## src/rtl/cu_sequencer_if.sv

```systemverilog
// cu_sequencer_if: handshake and stage-strobe bundle between cu_sequencer and the core.
// The instret member exists only when CU_INSTRET_EN is defined.
interface cu_sequencer_if #(
   parameter int unsigned INSTRET_WIDTH = 32
) ();

   logic [6:0] opcode;
   logic       stall;
   logic       ibus_ready;
   logic       dbus_ready;
   logic       trap_ack;

   logic       fetch_next_instruction;
   logic       load_ir;
   logic       en_pc_counter;
   logic       mem_stage;
   logic       dbus_re;
   logic       dbus_we;
   logic       write_back_stage;
   logic       retire;
   logic       trap;
   logic       illegal_instr;
   logic       bus_error;
`ifdef CU_INSTRET_EN
   logic [INSTRET_WIDTH-1:0] instret;
`endif

   if (INSTRET_WIDTH == 0) begin : g_bad_instret_width
      $error("INSTRET_WIDTH must be at least 1");
   end

   // master: the sequencer itself; slave: the datapath/bus side.
   modport master (
      input  opcode, stall, ibus_ready, dbus_ready, trap_ack,
      output fetch_next_instruction, load_ir, en_pc_counter, mem_stage, dbus_re, dbus_we,
      output write_back_stage, retire, trap, illegal_instr, bus_error
`ifdef CU_INSTRET_EN
      , output instret
`endif
   );

   modport slave (
      output opcode, stall, ibus_ready, dbus_ready, trap_ack,
      input  fetch_next_instruction, load_ir, en_pc_counter, mem_stage, dbus_re, dbus_we,
      input  write_back_stage, retire, trap, illegal_instr, bus_error
`ifdef CU_INSTRET_EN
      , input instret
`endif
   );

endinterface

```

## src/rtl/cu_sequencer.sv

```systemverilog
// cu_sequencer: multi-cycle RV32I control FSM with bus-ready waits, timeout and illegal traps.
// Define CU_INSTRET_EN to add the retired-instruction counter (bus.instret).
module cu_sequencer #(
   parameter int unsigned TIMEOUT_CYCLES  = 16,
   parameter bit          SKIP_WB_NO_DEST = 1'b1,
   parameter int unsigned INSTRET_WIDTH   = 32
) (
   input logic            clk,
   input logic            rst_n,
   cu_sequencer_if.master bus
);

   typedef enum logic [2:0] {
      StNull, StFetch, StLoadIr, StExec, StMem, StWb, StTrap
   } state_e;

   localparam logic [6:0] OpLoad   = 7'b0000011;
   localparam logic [6:0] OpStore  = 7'b0100011;
   localparam logic [6:0] OpBranch = 7'b1100011;
   localparam logic [6:0] OpJalr   = 7'b1100111;
   localparam logic [6:0] OpJal    = 7'b1101111;
   localparam logic [6:0] OpImm    = 7'b0010011;
   localparam logic [6:0] OpReg    = 7'b0110011;
   localparam logic [6:0] OpLui    = 7'b0110111;
   localparam logic [6:0] OpAuipc  = 7'b0010111;

   // The counter only needs to hold TIMEOUT_CYCLES-1; the limit cycle traps instead.
   localparam int unsigned CntW = (TIMEOUT_CYCLES > 1) ? $clog2(TIMEOUT_CYCLES) : 1;

   state_e            state_q, state_d;
   logic [CntW-1:0]   cnt_q, cnt_d;
   logic              is_store_q, is_store_d;
   logic              illegal_q, illegal_d;
   logic              bus_err_q, bus_err_d;
   logic              retire_d;
   logic              timeout_hit;

   logic fetch_q, load_ir_q, exec_q, mem_q, re_q, we_q, wb_q, retire_q, trap_q;

   assign timeout_hit = (TIMEOUT_CYCLES != 0) && ((32'(cnt_q) + 32'd1) >= TIMEOUT_CYCLES);

   always_comb begin
      state_d    = state_q;
      cnt_d      = cnt_q;
      is_store_d = is_store_q;
      illegal_d  = illegal_q;
      bus_err_d  = bus_err_q;
      if (!bus.stall) begin
         unique case (state_q)
            StNull:   state_d = StFetch;
            StFetch: begin
               if (bus.ibus_ready) begin
                  state_d = StLoadIr;
               end else if (timeout_hit) begin
                  state_d   = StTrap;
                  bus_err_d = 1'b1;
               end else begin
                  cnt_d = cnt_q + CntW'(1);
               end
            end
            StLoadIr: state_d = StExec;
            StExec: begin
               is_store_d = (bus.opcode == OpStore);
               case (bus.opcode)
                  OpLoad, OpStore:                        state_d = StMem;
                  OpReg, OpImm, OpJal, OpJalr, OpLui, OpAuipc: state_d = StWb;
                  OpBranch: state_d = SKIP_WB_NO_DEST ? StFetch : StWb;
                  default: begin
                     state_d   = StTrap;
                     illegal_d = 1'b1;
                  end
               endcase
            end
            StMem: begin
               if (bus.dbus_ready) begin
                  state_d = (is_store_q && SKIP_WB_NO_DEST) ? StFetch : StWb;
               end else if (timeout_hit) begin
                  state_d   = StTrap;
                  bus_err_d = 1'b1;
               end else begin
                  cnt_d = cnt_q + CntW'(1);
               end
            end
            StWb:     state_d = StFetch;
            StTrap: begin
               if (bus.trap_ack) begin
                  state_d   = StFetch;
                  illegal_d = 1'b0;
                  bus_err_d = 1'b0;
               end
            end
            default:  state_d = StNull;
         endcase
      end
      if (state_d != state_q) begin
         cnt_d = '0;
      end
   end

   assign retire_d = (state_d == StFetch) &&
                     ((state_q == StExec) || (state_q == StMem) || (state_q == StWb));

   // Strobes are registered from the next state so they line up with state_q.
   always_ff @(posedge clk or negedge rst_n) begin
      if (!rst_n) begin
         state_q    <= StNull;
         cnt_q      <= '0;
         is_store_q <= 1'b0;
         illegal_q  <= 1'b0;
         bus_err_q  <= 1'b0;
         fetch_q    <= 1'b0;
         load_ir_q  <= 1'b0;
         exec_q     <= 1'b0;
         mem_q      <= 1'b0;
         re_q       <= 1'b0;
         we_q       <= 1'b0;
         wb_q       <= 1'b0;
         retire_q   <= 1'b0;
         trap_q     <= 1'b0;
      end else begin
         state_q    <= state_d;
         cnt_q      <= cnt_d;
         is_store_q <= is_store_d;
         illegal_q  <= illegal_d;
         bus_err_q  <= bus_err_d;
         fetch_q    <= (state_d == StFetch);
         load_ir_q  <= (state_d == StLoadIr);
         exec_q     <= (state_d == StExec);
         mem_q      <= (state_d == StMem);
         re_q       <= (state_d == StMem) && !is_store_d;
         we_q       <= (state_d == StMem) && is_store_d;
         wb_q       <= (state_d == StWb);
         retire_q   <= retire_d;
         trap_q     <= (state_d == StTrap);
      end
   end

   assign bus.fetch_next_instruction = fetch_q;
   assign bus.load_ir                = load_ir_q;
   assign bus.en_pc_counter          = exec_q;
   assign bus.mem_stage              = mem_q;
   assign bus.dbus_re                = re_q;
   assign bus.dbus_we                = we_q;
   assign bus.write_back_stage       = wb_q;
   assign bus.retire                 = retire_q;
   assign bus.trap                   = trap_q;
   assign bus.illegal_instr          = illegal_q;
   assign bus.bus_error              = bus_err_q;

`ifdef CU_INSTRET_EN
   // Counts on the edge that raises retire, so both become visible together.
   logic [INSTRET_WIDTH-1:0] instret_q;

   always_ff @(posedge clk or negedge rst_n) begin
      if (!rst_n) begin
         instret_q <= '0;
      end else if (retire_d) begin
         instret_q <= instret_q + INSTRET_WIDTH'(1);
      end
   end

   assign bus.instret = instret_q;
`else
   if (INSTRET_WIDTH == 0) begin : g_bad_instret_width
      $error("INSTRET_WIDTH must be at least 1");
   end
`endif

endmodule
```

## src/flat_wrapper.sv

```systemverilog
// flat-port wrapper written by rule: the top's interface ports become plain ports
module cu_sequencer_flat 
#(
   parameter int unsigned TIMEOUT_CYCLES  = 16,
   parameter bit          SKIP_WB_NO_DEST = 1'b1,
   parameter int unsigned INSTRET_WIDTH   = 32
)
  (clk, rst_n, bus_opcode, bus_stall, bus_ibus_ready, bus_dbus_ready, bus_trap_ack, bus_fetch_next_instruction, bus_load_ir, bus_en_pc_counter, bus_mem_stage, bus_dbus_re, bus_dbus_we, bus_write_back_stage, bus_retire, bus_trap, bus_illegal_instr, bus_bus_error);
  cu_sequencer_if #(.INSTRET_WIDTH(INSTRET_WIDTH)) bus_i ();
  input logic clk;
  input logic rst_n;
  input wire logic [$bits(bus_i.opcode)-1:0] bus_opcode;
  input wire logic [$bits(bus_i.stall)-1:0] bus_stall;
  input wire logic [$bits(bus_i.ibus_ready)-1:0] bus_ibus_ready;
  input wire logic [$bits(bus_i.dbus_ready)-1:0] bus_dbus_ready;
  input wire logic [$bits(bus_i.trap_ack)-1:0] bus_trap_ack;
  output wire logic [$bits(bus_i.fetch_next_instruction)-1:0] bus_fetch_next_instruction;
  output wire logic [$bits(bus_i.load_ir)-1:0] bus_load_ir;
  output wire logic [$bits(bus_i.en_pc_counter)-1:0] bus_en_pc_counter;
  output wire logic [$bits(bus_i.mem_stage)-1:0] bus_mem_stage;
  output wire logic [$bits(bus_i.dbus_re)-1:0] bus_dbus_re;
  output wire logic [$bits(bus_i.dbus_we)-1:0] bus_dbus_we;
  output wire logic [$bits(bus_i.write_back_stage)-1:0] bus_write_back_stage;
  output wire logic [$bits(bus_i.retire)-1:0] bus_retire;
  output wire logic [$bits(bus_i.trap)-1:0] bus_trap;
  output wire logic [$bits(bus_i.illegal_instr)-1:0] bus_illegal_instr;
  output wire logic [$bits(bus_i.bus_error)-1:0] bus_bus_error;
  assign bus_i.opcode = bus_opcode;
  assign bus_i.stall = bus_stall;
  assign bus_i.ibus_ready = bus_ibus_ready;
  assign bus_i.dbus_ready = bus_dbus_ready;
  assign bus_i.trap_ack = bus_trap_ack;
  assign bus_fetch_next_instruction = bus_i.fetch_next_instruction;
  assign bus_load_ir = bus_i.load_ir;
  assign bus_en_pc_counter = bus_i.en_pc_counter;
  assign bus_mem_stage = bus_i.mem_stage;
  assign bus_dbus_re = bus_i.dbus_re;
  assign bus_dbus_we = bus_i.dbus_we;
  assign bus_write_back_stage = bus_i.write_back_stage;
  assign bus_retire = bus_i.retire;
  assign bus_trap = bus_i.trap;
  assign bus_illegal_instr = bus_i.illegal_instr;
  assign bus_bus_error = bus_i.bus_error;
  cu_sequencer #(.TIMEOUT_CYCLES(TIMEOUT_CYCLES), .SKIP_WB_NO_DEST(SKIP_WB_NO_DEST), .INSTRET_WIDTH(INSTRET_WIDTH)) u_core (.clk(clk), .rst_n(rst_n), .bus(bus_i));
endmodule
```

## config.mk

```make
export PLATFORM = sky130hd
export DESIGN_NAME = cu_sequencer_flat
export DESIGN_NICKNAME = d
export VERILOG_FILES = /design/src/rtl/cu_sequencer_if.sv /design/src/rtl/cu_sequencer.sv /design/src/flat_wrapper.sv
export SDC_FILE = /design/constraint.sdc
export NUM_CORES = 1
export LEC_CHECK = 0
export ABC_AREA = 1
export BUFFER_PORTS_ARGS = -buffer_cell sky130_fd_sc_hd__buf_2
export CORE_MARGIN = 2
export CORE_UTILIZATION = 49
export CTS_CLUSTER_SIZE = 25
export DETAILED_ROUTE_END_ITERATION = 16
export PLACE_DENSITY = 0.77
export SLEW_MARGIN = 20
export SYNTH_ARGS = -nofsm -noshare
export SYNTH_HDL_FRONTEND = slang
export SYNTH_SLANG_ARGS = --single-unit
```

## constraint.sdc

```tcl
create_clock -name clk -period 1.6 [get_ports clk]
set_clock_uncertainty 0.15 [all_clocks]
set_input_delay 0.08 -clock clk [delete_from_list [all_inputs] [get_ports clk]]
set_output_delay 0.08 -clock clk [all_outputs]
set_load 0.01 [all_outputs]
```

# After elaboration in Yosys (flattened, before gate mapping)
# Cells that the tools add are included.
[totals]
reg_bits = 19
out_inout_bits = 11
wordCells = 87
[op_classes]
n_addsub = 2
n_lt_le_gt_ge = 1
eq_ne = 29
mux = 23
bitwise = 1
n_reduce_logical = 17
[ops]
columns = ["op", "count"]
rows = [
  [">= comparator 32 x 5 -> 1 bit (second input constant)", 1],
  ["equality test 7 x 6 -> 1 bit (second input constant)", 3],
  ["equality test 7 bit (second input constant)", 3],
  ["two-way mux 4 bit", 5],
  ["equality test 3 bit (second input constant)", 6],
  ["two-way mux 3 bit", 6],
  ["case mux 3 bit (6 select lines)", 1],
  ["equality test 7 x 5 -> 1 bit (second input constant)", 2],
  ["equality test 3 x 2 -> 1 bit (second input constant)", 4],
  ["case mux 3 bit (3 select lines)", 1],
  ["OR reduction 9 bit", 1],
  ["inequality test 2 bit (second input constant)", 4],
  ["case mux 4 bit (2 select lines)", 1],
  ["AND reduction 4 bit", 2],
  ["equality test 7 x 2 -> 1 bit (second input constant)", 1],
  ["two-way mux 1 bit", 7],
  ["equality test 3 x 1 -> 1 bit (second input constant)", 2],
  ["inequality test 3 x 2 -> 1 bit (second input constant)", 2],
  ["nonzero test 3 bit", 2],
  ["OR reduction 6 bit", 1],
  ["adder 4 x 1 -> 5 bit (second input constant)", 1],
  ["AND reduction 5 bit", 1],
  ["adder 4 x 1 -> 4 bit (second input constant)", 1],
  ["OR reduction 2 bit", 2],
  ["other kinds (10)", 13],
]

# Logic depth before layout (Yosys ltp)
[depth]
ltp_word = 9
ltp_mapped = 14
mapped_depth_nobuf = 14

# Least setup slack after synthesis
# OpenSTA, ideal clock, no wires.
[synth_path]
path_kind = "register -> register"
startpoint = "register u_core.cnt_q[0]"
endpoint = "register u_core.re_q, in the netlist u_core.bus.dbus_re"
setup_ns = 0.072
arrival_ns = 1.504
setup_slack_ns = -0.125
path_stages_with_launch = 13
path_buffers = 0
period_less_slack_ns = 1.725
cell_sequence = "dfrtp_1 > ha_1 > nand3_1 > nand2_1 > inv_1 > nand2_1 > a21oi_2 > nand2_1 > nand2_1 > o21ai_2 > inv_4 > nand3_2 > nor2_1"
[synth_via]
elab_chain_cells = 8
word_cells_on_any_way = 9
classes_between = "add/sub (1); order compare (1); eq/ne (1); mux (5); reduce/logical (1)"
[synth_lines]
columns = ["item", "line", "source"]
rows = [
  ["from (decl)", "cu_sequencer.sv:31", "logic [CntW-1:0] cnt_q, cnt_d;"],
  ["from (signal assigned)", "cu_sequencer.sv:122", "cnt_q <= cnt_d;"],
  ["adder 4 x 1 -> 5 bit *", "cu_sequencer.sv:40", "assign timeout_hit = (TIMEOUT_CYCLES != 0) && ((32'(cnt_q) + 32'd1) >= TIMEOUT_CYCLES);"],
  [">= comparator 32 x 5 -> 1 bit *", "cu_sequencer.sv:40", ""],
  ["two-way mux 3 bit *", "cu_sequencer.sv:54, cu_sequencer.sv:77", ""],
  ["two-way mux 3 bit, on equally long branches", "cu_sequencer.sv:75, cu_sequencer.sv:52", ""],
  ["case mux 3 bit (6 select lines) *", "cu_sequencer.sv:49", "unique case (state_q)"],
  ["two-way mux 3 bit *", "cu_sequencer.sv:48", "if (!bus.stall) begin"],
  ["via u_core.state_d[1]", "cu_sequencer.sv:30", "state_e state_q, state_d;"],
  ["equality test 3 bit *", "cu_sequencer.sv:130", "re_q <= (state_d == StMem) && !is_store_d;"],
  ["logical AND 1 bit *", "cu_sequencer.sv:130", ""],
  ["to (signal assigned)", "cu_sequencer.sv:130", ""],
  ["to (decl)", "cu_sequencer.sv:38", "logic fetch_q, load_ir_q, exec_q, mem_q, re_q, we_q, wb_q, retire_q, trap_q;"],
]
# The timed path passes the listed nets; every way through them passes the cells marked *.
# A chain may end at the register's enable or synchronous reset.

# Worst setup path after layout
[layout_path]
startpoint = "register u_core.cnt_q[1]"
endpoint = "register u_core.re_q, in the netlist u_core.bus.dbus_re"
# Same word-level chain as after synthesis.

==> impl_metrics.csv <==
group,metric,value,unit
critical_path,crit_type,"flop to flop",
yosys,synth_top_family_by_area,"simple AND/OR/NAND/NOR gates",
routing,drtIter0Drc,31,
critical_path,rr_endpoint,"u_core.bus.dbus_re",
critical_path,crit_path_start,"u_core.cnt_q[1]",
placed_design,dp_hpwl,2.35,mm
yosys,yosysTopAreaCellShare,37.0,%
sta,tightestPinTransition,0.435,ns
yosys,yosysSeqAreaShare,37.0,%
critical_path,worst-path-max-fanout,4,
cells_and_area,top_register,"u_core.cnt_q",
yosys,ys_ff_latch,19,
critical_path,r2r_slack,-0.25,ns
die,core-area,2480,sq um
sta,setup_viol,16,
placed_design,gp_congestion,0.935,
global_route,grt_max_degree,20,
yosys,yosys.area.top_type,"dfrtp_1",
routing,routed_wl,3.45,mm
global_route,grt_pass1_wl,5.16,mm
cells_and_area,drive_gt1_share,56.6,%
sta,relSlewSlack,71.0,%
yosys,synthMuxAreaShare,0,%
routing,post-route-drc-count,0,
yosys,synth-xor-area-share,2.05,%
cells_and_area,largest_reg_flops,4,
sta,hold_viol,0,
global_route,grtUsageTotal,23.9,%
cells_and_area,areaGrowthSynthToFinish,44.7,%
clock_network,cts_buffers,3,
sta,rsz0062_at_grt,"true",
sta,fin_crit,1.85,ns
yosys,synth_area_leaders,"dfrtp_1, nand2_1, inv_1",
global_route,grt_pass1_vias,1260,
pwr,max-vdd-ir-drop,0.00107,V
yosys,yosys.area_share.simple,38.6,%
clock_network,cts_buffer_depth,2,
cells_and_area,finalInstanceArea,1860,sq um
global_route,overflow,0,
global_route,antenna_found_initial,0,
die,start_util,51.8,%
clock_network,tritoncts,"yes",
die,fp.dieW,55.2,microns
critical_path,critPathRequiredTime,1.69,ns
yosys,syn_nets,169,
yosys,synth_area_per_cell,8.28,sq um
die,die_y,55.2,microns
pwr,p_leak,0.962,nW
min_path,hold_path.class,"input port to flop",
sta,period_share,116,%
placed_design,dpl.cell_count,226,
yosys,synth_warnings,0,
status,violations,"negative setup slack",
cells_and_area,finalNonFillerCells,242,
clock_network,clk_pin_slew_worst_paths,0.11,ns
critical_path,crit_arrival,1.94,ns
routing,viasPerCell,5.28,
placed_design,place_ws,-0.243,ns
yosys,synth_fa_ha_area_share,0.975,%
critical_path,start_kind,"flop",
clock_network,clk_latency,0.30,ns
critical_path,reg2reg_from,"u_core.cnt_q[1]",
yosys,synth-main-ff-cell,"dfrtp_1",
cells_and_area,final_util,75.0,%
status,status,"finished, violations left",
clock_network,clock-sinks,19,
yosys,synth_compound_area_share,10.7,%
min_path,whs_path_depth,4,
sta,layout_setup_ws,-0.249,ns
clock_network,cts.htree.levels,1,
cells_and_area,nets,227,
critical_path,r2r_cells,12,
yosys,ys_async_sr_fraction,100,%
yosys,synth_area,1280,sq um
cells_and_area,n_antenna_cell,0,
min_path,min_to,"u_core.bus.illegal_instr",
die,die_area,3050,sq um
yosys,synth_cells,155,
yosys,synth_edf_count,0,
die,ios,24,
pwr,p_per_area,1630,nW/um^2
critical_path,endpoint_kind,"flop",
cells_and_area,reg_top3,"u_core.cnt_q x4, u_core.state_q x3",
placed_design,portBuffers,23,
die,rows,18,
sta,fmax,541,MHz
routing,drtAntennaViolNets,0,
routing,wl_per_cell,14.3,microns
pwr,total_power,0.00302,W
routing,drtPass1Iterations,4,
placed_design,place_area,1590,sq um
routing,vias,1278,
min_path,hp-start,"bus_stall",
clock_network,cts_root_buf,"clkbuf_4",
yosys,synth_cell_types,37,
flow_run,cap_violations,0,
sta,slew_violations,0,
## worst max path at each step
stage | endpoint | slack (ns) | cells after the start
4_1_cts | u_core.bus.dbus_we | -0.19 | 12
3_3_place_gp | u_core.bus.write_back_stage | -0.17 | 11
2_1_floorplan | u_core.bus.dbus_re | -0.06 | 12
6_report | u_core.bus.dbus_re | -0.25 | 12
5_1_grt | u_core.bus.dbus_re | -0.35 | 12
3_5_place_dp | u_core.bus.write_back_stage | -0.24 | 11
## metal layers
layer | vias to the layer above | track usage [%] | routed length [microns]
met5 | - | 0 | 0
met4 | 0 | 10.2 | 42
met3 | 8 | 4.84 | 142
met2 | 40 | 45.0 | 1930
met1 | 614 | 25.5 | 1340
li1 | 616 | - | -
## through the flow
stage / hold slack [ns] / setup TNS [ns]
final: 0.0391 / -2.86
after global routing: 0.0346 / -4.23
after CTS: 0.00546 / -2.01
after detailed placement: -0.107 / -2.27
after global placement: -0.115 / -1.58
after floorplan: -0.366 / -0.176
## kinds of logic (layout without fill, tap and decap cells)
family / Yosys count / after routing
compound gates: 18 / 18
xor+xnor: 3 / 3
fa+ha+maj: 1 / 1
buf+inv: 26 / 83
flops: 19 / 19
simple gates: 88 / 88
## power by group
group	switching (W)	internal [W]	total [W]
combinational	0.00114	0.000916	0.00206
sequential	0.000101	0.000620	0.000721
clock	0.000151	0.0000932	0.000244
## worst max-delay path: stages (launching register included)
cell and delay, ns:
dfrtp_1 0.41, ha_2 0.20, nand3_4 0.10, nand2_1 0.06, inv_1 0.05, nand2_1 0.06
a21oi_2 0.24, nand2_2 0.09, nand2_2 0.08, o21ai_4 0.09, inv_4 0.09, nand3_4 0.06
nor2_1 0.09
## repair_timing
item,in CTS,in global routing
gates resized for setup,18,17
pin swaps,6,12
setup buffers,6,4
hold endpoints to repair,20,0
hold buffers,2,0
endpoints found under the setup margin,17,18
## cell usage after synthesis (4+ instances only)
| master | n |
|---|---|
| nor2_1 | 11 |
| a21oi_1 | 4 |
| nand3_1 | 8 |
| nor2_2 | 7 |
| inv_2 | 5 |
| dfrtp_1 | 19 |
| nand2_2 | 6 |
| nor3_1 | 4 |
| inv_1 | 14 |
| nand2_1 | 35 |
## area by class of cell
type / count / area [sq um]
Multi-Input combinational cell: 110 / 810
Fill cell: 169 / 619
Sequential cell: 19 / 478
Timing Repair Buffer: 55 / 400
Inverter: 24 / 105
Tap cell: 30 / 37.5
Clock buffer: 3 / 22.5
Clock inverter: 1 / 5.00
## cells in the final DEF, fill, tap and decap left out, types with 4 or more instances in the layout
| cell type | netlist | final |
|---|---|---|
| buf_2 | 0 | 23 |
| inv_1 | 14 | 13 |
| nand2_2 | 6 | 11 |
| nand2_1 | 35 | 29 |
| nor2_4 | 3 | 6 |
| inv_2 | 5 | 6 |
| buf_6 | 1 | 4 |
| nor2_1 | 11 | 10 |
| nor3_2 | 2 | 5 |
| nand3_4 | 2 | 5 |
| nand3_1 | 8 | 6 |
| nor2_2 | 7 | 5 |
| buf_4 | 0 | 24 |
| dfrtp_1 | 19 | 17 |
(Power assumes the default switching activity.)
